--- src/rtl/bram_port_pkg.sv ---
// Shared types for the BRAM stream port: controller states and the
// response record carried through the skid FIFO.
package bram_port_pkg;

    localparam int unsigned PKG_DATA_WIDTH = 32;
    localparam int unsigned PKG_TAG_WIDTH  = 4;

    typedef enum logic {
        ST_INIT,
        ST_RUN
    } state_t;

    typedef struct packed {
        logic [PKG_DATA_WIDTH-1:0] data;
        logic [PKG_TAG_WIDTH-1:0]  tag;
    } resp_entry_t;

endpackage

--- src/rtl/bram_stream_port_if.sv ---
// Client request/response channels plus the RAM-side port of bram_stream_port.
// slave is the port block's view; master is the client + RAM view.
interface bram_stream_port_if #(
    parameter int unsigned DATA_WIDTH = 32,
    parameter int unsigned AW         = 10,
    parameter int unsigned TAG_WIDTH  = 4
);
    logic                  init_done;
    logic                  wr_valid;
    logic                  wr_ready;
    logic [AW-1:0]         wr_addr;
    logic [DATA_WIDTH-1:0] wr_data;
    logic                  rd_valid;
    logic                  rd_ready;
    logic [AW-1:0]         rd_addr;
    logic [TAG_WIDTH-1:0]  rd_tag;
    logic                  resp_valid;
    logic                  resp_ready;
    logic [DATA_WIDTH-1:0] resp_data;
    logic [TAG_WIDTH-1:0]  resp_tag;
    logic                  ram_we;
    logic [AW-1:0]         ram_addr;
    logic [DATA_WIDTH-1:0] ram_din;
    logic [DATA_WIDTH-1:0] ram_dout;

    modport slave (
        output init_done, wr_ready, rd_ready, resp_valid, resp_data, resp_tag,
               ram_we, ram_addr, ram_din,
        input  wr_valid, wr_addr, wr_data, rd_valid, rd_addr, rd_tag,
               resp_ready, ram_dout
    );

    modport master (
        input  init_done, wr_ready, rd_ready, resp_valid, resp_data, resp_tag,
               ram_we, ram_addr, ram_din,
        output wr_valid, wr_addr, wr_data, rd_valid, rd_addr, rd_tag,
               resp_ready, ram_dout
    );

endinterface

--- src/rtl/bram_resp_fifo.sv ---
// Circular response FIFO; the caller guarantees no push when full.
// A pop on an empty FIFO is ignored.
module bram_resp_fifo
    import bram_port_pkg::*;
#(
    parameter int unsigned DEPTH = 3,
    parameter type         entry_t = resp_entry_t
) (
    input  logic                         clk,
    input  logic                         rst_n,
    input  logic                         push,
    input  logic                         pop,
    input  entry_t                       din,
    output entry_t                       dout,
    output logic                         empty,
    output logic [$clog2(DEPTH+1)-1:0]   count
);

    localparam int unsigned PW = (DEPTH > 1) ? $clog2(DEPTH) : 1;

    entry_t          mem [DEPTH];
    logic [PW-1:0]   wr_ptr;
    logic [PW-1:0]   rd_ptr;
    logic            do_pop;

    assign empty  = (count == '0);
    assign do_pop = pop && !empty;
    assign dout   = mem[rd_ptr];

    always_ff @(posedge clk) begin
        if (push) begin
            mem[wr_ptr] <= din;
        end
    end

    always_ff @(posedge clk or negedge rst_n) begin
        if (!rst_n) begin
            wr_ptr <= '0;
            rd_ptr <= '0;
            count  <= '0;
        end else begin
            if (push) begin
                wr_ptr <= (wr_ptr == PW'(DEPTH - 1)) ? '0 : wr_ptr + PW'(1);
            end
            if (do_pop) begin
                rd_ptr <= (rd_ptr == PW'(DEPTH - 1)) ? '0 : rd_ptr + PW'(1);
            end
            case ({push, do_pop})
                2'b10:   count <= count + 1'b1;
                2'b01:   count <= count - 1'b1;
                default: count <= count;
            endcase
        end
    end

endmodule

--- src/rtl/bram_stream_port.sv ---
// Initiator for one port of a 1-cycle-latency RAM: clears the array after
// reset, then serves write and tagged read channels with a skid FIFO.
module bram_stream_port
    import bram_port_pkg::*;
#(
    parameter int unsigned           DATA_WIDTH = PKG_DATA_WIDTH,
    parameter int unsigned           SIZE       = 1024,
    parameter int unsigned           TAG_WIDTH  = PKG_TAG_WIDTH,
    parameter int unsigned           BUF_DEPTH  = 3,
    parameter logic [DATA_WIDTH-1:0] INIT_VALUE = '0
) (
    input  logic                clk,
    input  logic                rst_n,
    bram_stream_port_if.slave   bus
);

    localparam int unsigned AW = $clog2(SIZE);
    localparam int unsigned CW = $clog2(BUF_DEPTH + 1);

    typedef struct packed {
        logic [DATA_WIDTH-1:0] data;
        logic [TAG_WIDTH-1:0]  tag;
    } entry_t;

    state_t                state_q, state_d;
    logic [AW-1:0]         cnt_q;
    logic [AW-1:0]         last_addr_q;
    logic                  inflight_q;
    logic [TAG_WIDTH-1:0]  tag_q;
    logic                  sweep_last;
    logic                  credit_ok;
    logic                  rd_ok;
    logic                  rd_fire;
    logic [CW-1:0]         fifo_cnt;
    logic                  fifo_empty;
    entry_t                fifo_din;
    entry_t                fifo_dout;

    assign sweep_last = (cnt_q == AW'(SIZE - 1));

    // Credits count both buffered entries and the read still in the RAM pipe,
    // so every accepted read has a guaranteed FIFO slot when its data lands.
    assign credit_ok = ({1'b0, fifo_cnt} + (CW+1)'(inflight_q)) < (CW+1)'(BUF_DEPTH);

    always_ff @(posedge clk or negedge rst_n) begin
        if (!rst_n) begin
            state_q     <= ST_INIT;
            cnt_q       <= '0;
            last_addr_q <= '0;
        end else begin
            state_q     <= state_d;
            last_addr_q <= bus.ram_addr;
            if (state_q == ST_INIT) begin
                cnt_q <= sweep_last ? '0 : cnt_q + AW'(1);
            end
        end
    end

    always_ff @(posedge clk or negedge rst_n) begin
        if (!rst_n) begin
            inflight_q <= 1'b0;
            tag_q      <= '0;
        end else begin
            inflight_q <= rd_fire;
            if (rd_fire) begin
                tag_q <= bus.rd_tag;
            end
        end
    end

    always_comb begin
        state_d       = state_q;
        bus.ram_we    = 1'b0;
        bus.ram_addr  = last_addr_q;
        bus.ram_din   = bus.wr_data;
        bus.wr_ready  = 1'b0;
        bus.rd_ready  = 1'b0;
        bus.init_done = 1'b0;
        rd_ok         = 1'b0;
        rd_fire       = 1'b0;
        case (state_q)
            ST_INIT: begin
                bus.ram_we   = 1'b1;
                bus.ram_addr = cnt_q;
                bus.ram_din  = INIT_VALUE;
                if (sweep_last) begin
                    state_d = ST_RUN;
                end
            end
            ST_RUN: begin
                bus.init_done = 1'b1;
                bus.wr_ready  = 1'b1;
                rd_ok         = !bus.wr_valid && credit_ok;
                bus.rd_ready  = rd_ok;
                rd_fire       = bus.rd_valid && rd_ok;
                if (bus.wr_valid) begin
                    bus.ram_we   = 1'b1;
                    bus.ram_addr = bus.wr_addr;
                end else if (rd_fire) begin
                    bus.ram_addr = bus.rd_addr;
                end
            end
            default: state_d = ST_INIT;
        endcase
    end

    assign fifo_din.data = bus.ram_dout;
    assign fifo_din.tag  = tag_q;

    bram_resp_fifo #(
        .DEPTH   (BUF_DEPTH),
        .entry_t (entry_t)
    ) u_resp_fifo (
        .clk   (clk),
        .rst_n (rst_n),
        .push  (inflight_q),
        .pop   (bus.resp_valid && bus.resp_ready),
        .din   (fifo_din),
        .dout  (fifo_dout),
        .empty (fifo_empty),
        .count (fifo_cnt)
    );

    assign bus.resp_valid = !fifo_empty;
    assign bus.resp_data  = fifo_dout.data;
    assign bus.resp_tag   = fifo_dout.tag;

endmodule

--- src/flat_wrapper.sv ---
// flat-port wrapper written by rule: the top's interface ports become plain ports
module bram_stream_port_flat import bram_port_pkg::*;
#(
    parameter int unsigned           DATA_WIDTH = PKG_DATA_WIDTH,
    parameter int unsigned           SIZE       = 1024,
    parameter int unsigned           TAG_WIDTH  = PKG_TAG_WIDTH,
    parameter int unsigned           BUF_DEPTH  = 3,
    parameter logic [DATA_WIDTH-1:0] INIT_VALUE = '0
)
  (clk, rst_n, bus_init_done, bus_wr_ready, bus_rd_ready, bus_resp_valid, bus_resp_data, bus_resp_tag, bus_ram_we, bus_ram_addr, bus_ram_din, bus_wr_valid, bus_wr_addr, bus_wr_data, bus_rd_valid, bus_rd_addr, bus_rd_tag, bus_resp_ready, bus_ram_dout);
  bram_stream_port_if #(.DATA_WIDTH(DATA_WIDTH), .AW(($clog2(SIZE))), .TAG_WIDTH(TAG_WIDTH)) bus_i ();
  input  logic clk;
  input  logic rst_n;
  output wire logic [$bits(bus_i.init_done)-1:0] bus_init_done;
  output wire logic [$bits(bus_i.wr_ready)-1:0] bus_wr_ready;
  output wire logic [$bits(bus_i.rd_ready)-1:0] bus_rd_ready;
  output wire logic [$bits(bus_i.resp_valid)-1:0] bus_resp_valid;
  output wire logic [$bits(bus_i.resp_data)-1:0] bus_resp_data;
  output wire logic [$bits(bus_i.resp_tag)-1:0] bus_resp_tag;
  output wire logic [$bits(bus_i.ram_we)-1:0] bus_ram_we;
  output wire logic [$bits(bus_i.ram_addr)-1:0] bus_ram_addr;
  output wire logic [$bits(bus_i.ram_din)-1:0] bus_ram_din;
  input wire logic [$bits(bus_i.wr_valid)-1:0] bus_wr_valid;
  input wire logic [$bits(bus_i.wr_addr)-1:0] bus_wr_addr;
  input wire logic [$bits(bus_i.wr_data)-1:0] bus_wr_data;
  input wire logic [$bits(bus_i.rd_valid)-1:0] bus_rd_valid;
  input wire logic [$bits(bus_i.rd_addr)-1:0] bus_rd_addr;
  input wire logic [$bits(bus_i.rd_tag)-1:0] bus_rd_tag;
  input wire logic [$bits(bus_i.resp_ready)-1:0] bus_resp_ready;
  input wire logic [$bits(bus_i.ram_dout)-1:0] bus_ram_dout;
  assign bus_init_done = bus_i.init_done;
  assign bus_wr_ready = bus_i.wr_ready;
  assign bus_rd_ready = bus_i.rd_ready;
  assign bus_resp_valid = bus_i.resp_valid;
  assign bus_resp_data = bus_i.resp_data;
  assign bus_resp_tag = bus_i.resp_tag;
  assign bus_ram_we = bus_i.ram_we;
  assign bus_ram_addr = bus_i.ram_addr;
  assign bus_ram_din = bus_i.ram_din;
  assign bus_i.wr_valid = bus_wr_valid;
  assign bus_i.wr_addr = bus_wr_addr;
  assign bus_i.wr_data = bus_wr_data;
  assign bus_i.rd_valid = bus_rd_valid;
  assign bus_i.rd_addr = bus_rd_addr;
  assign bus_i.rd_tag = bus_rd_tag;
  assign bus_i.resp_ready = bus_resp_ready;
  assign bus_i.ram_dout = bus_ram_dout;
  bram_stream_port #(.DATA_WIDTH(DATA_WIDTH), .SIZE(SIZE), .TAG_WIDTH(TAG_WIDTH), .BUF_DEPTH(BUF_DEPTH), .INIT_VALUE(INIT_VALUE)) u_core (.clk(clk), .rst_n(rst_n), .bus(bus_i));
endmodule
--- config.mk ---
export PLATFORM = sky130hd
export DESIGN_NAME = bram_stream_port_flat
export DESIGN_NICKNAME = d
export VERILOG_FILES = /design/src/rtl/bram_port_pkg.sv /design/src/rtl/bram_stream_port_if.sv /design/src/rtl/bram_resp_fifo.sv /design/src/rtl/bram_stream_port.sv /design/src/flat_wrapper.sv
export SDC_FILE = /design/constraint.sdc
export NUM_CORES = 1
export LEC_CHECK = 0
export CORE_MARGIN = 2
export CORE_UTILIZATION = 47
export DETAILED_ROUTE_END_ITERATION = 8
export PLACE_DENSITY = 0.9
export SLEW_MARGIN = 30
export SYNTH_ARGS = -nofsm -noshare
export SYNTH_HDL_FRONTEND = slang
export SYNTH_SLANG_ARGS = --single-unit
--- constraint.sdc ---
create_clock -name clk -period 4.7 [get_ports clk]
set_clock_uncertainty 0.15 [all_clocks]
set_input_delay 1.175 -clock clk [delete_from_list [all_inputs] [get_ports clk]]
set_output_delay 1.175 -clock clk [all_outputs]
set_load 0.005 [all_outputs]
### Yosys cells after proc, flatten, opt, wreduce, memory -nomap -nowiden

Memories as Yosys holds them, arrays and structs flattened.
Cells that the tools add are included.

* output and inout bits: 83
* bits in read-only memories: 0
* register bits after elaboration: 32
* memory bits (writable): 108
* memories kept: 1
* bits in latches: 0

Memories
* u_core.u_resp_fifo.mem: words 3, bits a word 36, read ports 1, clocked after Yosys merged registers in 0, write ports 1, RTL line bram_resp_fifo.sv:21 `entry_t mem [DEPTH];`

* bitwise gates (word level): 1
* shift operators: 0
* multiply operators: 0
* equal/unequal tests: 5
* divide/modulo/power cells: 0
* mux-type cells: 17
* add/subtract/negate cells: 6
* magnitude comparators: 1
* reductions and logical operators: 8

Operator list (count)
* 32-bit two-way mux: 1
* 10-bit two-way mux: 3
* 10-bit one-hot mux with 2 select lines: 1
* 10-bit by 1-bit adder with 10-bit output, second input constant: 1
* 10-bit == test, second input constant: 1
* 1-bit two-way mux: 8
* 2-bit by 1-bit adder with 2-bit output, second input constant: 3
* 2-bit == test, second input constant: 3
* 1-bit logical AND: 4
* 2-bit two-way mux: 2
* 2-bit one-hot mux with 2 select lines: 1
* 2-bit by 1-bit adder with 3-bit output: 1
* 3-bit by 2-bit < comparator with 1-bit output, second input constant: 1
* 2-bit by 1-bit == test with 1-bit output, second input constant: 1
* 1-bit zero test: 2
* 2-bit zero test: 1
* 1-bit one-hot mux with 2 select lines: 1
* 2-bit nonzero test: 1
* 2-bit by 1-bit subtractor with 2-bit output, second input constant: 1
* 1-bit NOT: 1

### Depth between registers and ports, before layout

* depth after elaboration: 7
* gate-level depth with buffers: 7
* gate-level depth less buffers: 7

### Cells and area by module

A second synthesis with hierarchy kept.

* cell total of the unflattened synthesis: 418
* area total of the unflattened synthesis: 5831.8 sq um

Modules (own cells, without submodules)
* bram_resp_fifo: sequential area each 3393.3 sq um, times used 1, cells each 255, area an instance 4299.1 sq um
* bram_stream_port: sequential area each 650.6 sq um, times used 1, cells each 163, area an instance 1532.7 sq um

### Worst setup path after synthesis

OpenSTA, ideal clock, no wires.

* path kind: reg-to-reg
* start: register u_core.inflight_q
* end: memory u_core.u_resp_fifo.mem[1][0] (netlist bit), enable pin
* period minus slack after synthesis: 3.815 ns
* required time: 4.066 ns
* stages on the path, launching flop included: 3
* data arrival time: 3.181 ns
* path slack: 0.885 ns
* buffers on the path: 0
* cell sequence: dfrtp_1 > inv_1 > nor3b_1

* longest elaborated chain between the ends: 2

RTL lines
* from (decl): RTL line bram_stream_port.sv:28 `logic inflight_q;`
* from (signal assigned): RTL line bram_stream_port.sv:64 `inflight_q <= rd_fire;`
* 1-bit two-way mux: RTL line bram_resp_fifo.sv:31 `if (push) begin`
* 1-bit two-way mux (implied by the code): RTL line bram_resp_fifo.sv:32 `mem[wr_ptr] <= din;`
* to (decl): RTL line bram_resp_fifo.sv:21

Every way passes these cells.

### Worst setup path in the final report

* start: input port bus_wr_valid
* end: output port bus_ram_addr[0]

* longest elaborated chain between the ends: 6

RTL lines
* from (decl): RTL line flat_wrapper.sv:23 `input wire logic [$bits(bus_i.wr_valid)-1:0] bus_wr_valid;`
* 1-bit zero test: RTL line bram_stream_port.sv:93 `rd_ok = !bus.wr_valid && credit_ok;`
* 1-bit logical AND: RTL line bram_stream_port.sv:93
* 1-bit logical AND: RTL line bram_stream_port.sv:95 `rd_fire = bus.rd_valid && rd_ok;`
* 10-bit two-way mux: RTL line bram_stream_port.sv:99 `end else if (rd_fire) begin`
* 10-bit two-way mux (*): RTL line bram_stream_port.sv:96 `if (bus.wr_valid) begin`
* 10-bit one-hot mux with 2 select lines (*): RTL line bram_stream_port.sv:81 `case (state_q)`
* to (decl): RTL line flat_wrapper.sv:21 `output wire logic [$bits(bus_i.ram_addr)-1:0] bus_ram_addr;`

Mark *: on every way between the ends. The rest lies on a longest branch, timed or not.

==> results.py <==
metrics = {
    "outcome": {
        "outcome": "finished clean",
    },
    "logic_synthesis": {
        "yosysSeqAreaShare_pct": 69.4,
        "synth_largest_area_cell": "edfxtp_1",
        "yosys-top-cells-area": "edfxtp_1 56%, dfrtp_1 14%, mux2i_1 7.9%, nand2_1 4.2%, and2_1 3.5%",
        "synth_nets": 517,
        "synth_fa_ha_area_share_pct": 0.859,
        "yosysTopAreaCellShare_pct": 55.7,
        "synth_top_family_by_area": "simple AND/OR/NAND/NOR gates",
        "yosysWarnings": 0,
        "synth_ff_type": "edfxtp_1",
        "synthXorXnorAreaFrac_pct": 1.50,
        "synthMuxAreaShare_pct": 8.68,
        "synth.ff_latch_count": 140,
        "async_flop_share_pct": 22.9,
        "synth_cell_types": 38,
        "avgSynthCellArea_sq_um": 13.9,
        "synth_compound_area_share_pct": 5.78,
        "synth_edf_count": 108,
        "synth_area_sq_mm": 0.00582,
        "synthSimpleGateAreaFrac_pct": 11.3,
        "synthCells": 420,
    },
    "clocking": {
        "clkSinkCount": 140,
        "cts.path.max_buffers": 2,
        "htree_num_levels": 4,
        "cts_resized": 0,
        "clk_latency_ns": 0.41,
        "numCtsBuffers": 17,
        "clkTransAtPathRegs_ns": 0.05,
        "cts_tree": "yes",
        "holdBufCountCts": 0,
        "clock-root-buffer": "clkbuf_16",
        "cts_setup_buffers": 0,
    },
    "cells_and_area": {
        "fin_area_sq_mm": 0.00830,
        "final_cells": 780,
        "drive_above_1_share_pct": 8.17,
        "area_delta_synth_final_pct": 42.6,
        "nets": 696,
        "fill_cells": 817,
        "diodes": 0,
    },
    "floorplan": {
        "ioPinCount": 176,
        "die_y_microns": 115,
        "die-area_sq_mm": 0.0133,
        "rows": 40,
        "initial_utilization_pct": 48.3,
        "design.core.area_sq_mm": 0.0121,
        "die_w_microns": 115,
    },
    "timing": {
        "post-route-min-period_ns": 4.18,
        "fmax_ghz": 0.239,
        "period_share_pct": 88.9,
        "setup_tns_ns": 0,
        "max_slew_margin_pct": 53.8,
        "slew_violations": 0,
        "rsz0062_at_grt": "false",
        "finalSetupViolCount": 0,
        "fin_hold_ws_ns": 0.344,
        "worst_pin_slew_ns": 0.692,
        "hold_viol_final": 0,
    },
    "worst_hold_path": {
        "hold_path_class": "reg2reg",
    },
    "worst_setup_path": {
        "critPathCaptureType": "primary output",
        "worstPathArrival_ns": 2.85,
        "cp_max_fo": 13,
        "start_kind": "input pin",
        "path_class": "in2out",
        "crit_required_ns": 3.38,
    },
    "job": {
        "drv_cap": 0,
    },
    "routing": {
        "wl_mm": 12.5,
        "drt_iter0_drc": 251,
        "vias": 3861,
        "drt-pass1-iter-count": 5,
        "drc": 0,
        "vias_per_cell": 4.95,
        "wl_per_cell_microns": 16.0,
        "ant_nets": 0,
    },
    "grt": {
        "grt_start_max_net_pins": 76,
        "antenna_found_initial": 0,
        "grt_overflow_total": 0,
        "grt_usage_pct": 19.4,
        "grt_pass1_wl_mm": 19.3,
        "grt_pass1_vias": 4013,
    },
    "power": {
        "cellPowerDensity_mw_per_mm2": 414,
        "power_uw": 3440,
        "max-vdd-ir-drop_mv": 0.184,
        "p_leak_uw": 0.00302,
    },
    "placed_design": {
        "dp_cells": 748,
        "gp_congestion": 0.755,
        "place_area_sq_mm": 0.00775,
        "detailed_place_hpwl_mm": 8.28,
        "io_buffers": 175,
    },
}
## path summary, 6_finish.rpt
path / startpoint / end / slack [ns] / cells past startpoint
min reg2reg: u_core.tag_q[2] / u_core.u_resp_fifo.mem[0][2] / 0.34 / 0
max reg2reg: u_core.u_resp_fifo.count[0] / u_core.tag_q[0] / 2.44 / 6
min in group asynchronous: rst_n / u_core.last_addr_q[1] / 0.59 / 1
min: u_core.tag_q[2] / u_core.u_resp_fifo.mem[0][2] / 0.34 / 0
max in group asynchronous: rst_n / u_core.cnt_q[7] / 3.26 / 2
max: bus_wr_valid / bus_ram_addr[0] / 0.52 / 4
## state kept, by name, summed over array words and instances, names as in the netlist
signal / cells
u_core.cnt_q: 10
u_core.inflight_q: 1
u_core.last_addr_q: 10
u_core.state_q: 1
u_core.tag_q: 4
u_core.u_resp_fifo.count: 2
u_core.u_resp_fifo.mem: 108
u_core.u_resp_fifo.rd_ptr: 2
u_core.u_resp_fifo.wr_ptr: 2
## where the power goes
group          leakage (uW)  internal (uW)  total [uW]  switching (uW)
Clock              0.000261            769        1240             470
Combinational       0.00140            467         731             265
Sequential          0.00136           1350        1470             119
## cell usage after synthesis (2+ instances only)
| master | number |
|---|---|
| inv_1 | 2 |
| clkbuf_1 | 7 |
| edfxtp_1 | 108 |
| a21o_1 | 3 |
| xor2_1 | 3 |
| mux2_1 | 4 |
| nand2b_1 | 4 |
| nor2_1 | 5 |
| buf_4 | 3 |
| nand3_1 | 2 |
| o21ai_0 | 38 |
| buf_6 | 2 |
| nor2_4 | 2 |
| nor3_1 | 2 |
| xnor2_1 | 7 |
| buf_2 | 10 |
| and2_1 | 33 |
| dfrtp_1 | 32 |
| o21ai_1 | 20 |
| nor2_2 | 3 |
| nand2_1 | 65 |
| mux2i_1 | 46 |
| ha_1 | 4 |
## cell usage in the layout, fill, tap and decap left out, types with 3 or more instances in the layout
master | Yosys | routed
nor2_1 | 5 | 4
nand2_1 | 65 | 65
edfxtp_1 | 108 | 108
xor2_1 | 3 | 3
a21o_1 | 3 | 3
dfrtp_1 | 32 | 30
nor2_2 | 3 | 3
xnor2_1 | 7 | 7
clkinvlp_4 | 0 | 3
buf_4 | 3 | 7
mux2i_1 | 46 | 46
o21ai_0 | 38 | 38
clkinv_1 | 0 | 6
and2_1 | 33 | 33
ha_1 | 4 | 4
mux2_1 | 4 | 4
nand2b_1 | 4 | 4
clkbuf_16 | 0 | 17
o21ai_1 | 20 | 20
nor2_4 | 2 | 3
clkdlybuf4s50_1 | 0 | 174
## metal layers
metal / GRT usage (%) / routed length (microns) / vias to the layer above
li1: - / - / 1861
met1: 20.9 / 4830 / 1797
met2: 32.9 / 6160 / 184
met3: 9.49 / 1310 / 19
met4: 7.15 / 191 / 0
met5: 0 / 0 / -
## metrics by stage
stage | worst slack (ns) | utilization, %
5_1_grt | 0.455 | 68.8
3_3_place_gp | 0.563 | 64.0
3_5_place_dp | 0.543 | 64.2
4_1_cts | 0.512 | 68.8
2_1_floorplan | 0.885 | -
6_report | 0.522 | 68.8
## final cells by class
class	instances	area, sq um	area share, %
clock buffers	18	429	5.17
clock inverters	14	128	1.54
inverters	2	7.51	0.0904
multi-input cells	255	1650	19.9
flip-flops and latches	140	4050	48.8
well taps	168	210	2.53
repair buffers	183	1830	22.0
## critical path, cell delays in order
cell and delay, ns:
clkdlybuf4s50_1 0.41, nand2b_1 0.39, o21ai_1 0.33, clkdlybuf4s50_1 0.54
## kinds of logic after synthesis
| family | after synthesis |
|---|---|
| XOR/XNOR | 10 |
| multiplexers | 50 |
| buffers and inverters | 25 |
| AND/OR/NAND/NOR | 127 |
| flip-flops | 140 |
| adder cells (fa/ha/maj) | 4 |
| AO/OA/AOI/OAI | 64 |
Power figures use the tool's default switching activity.
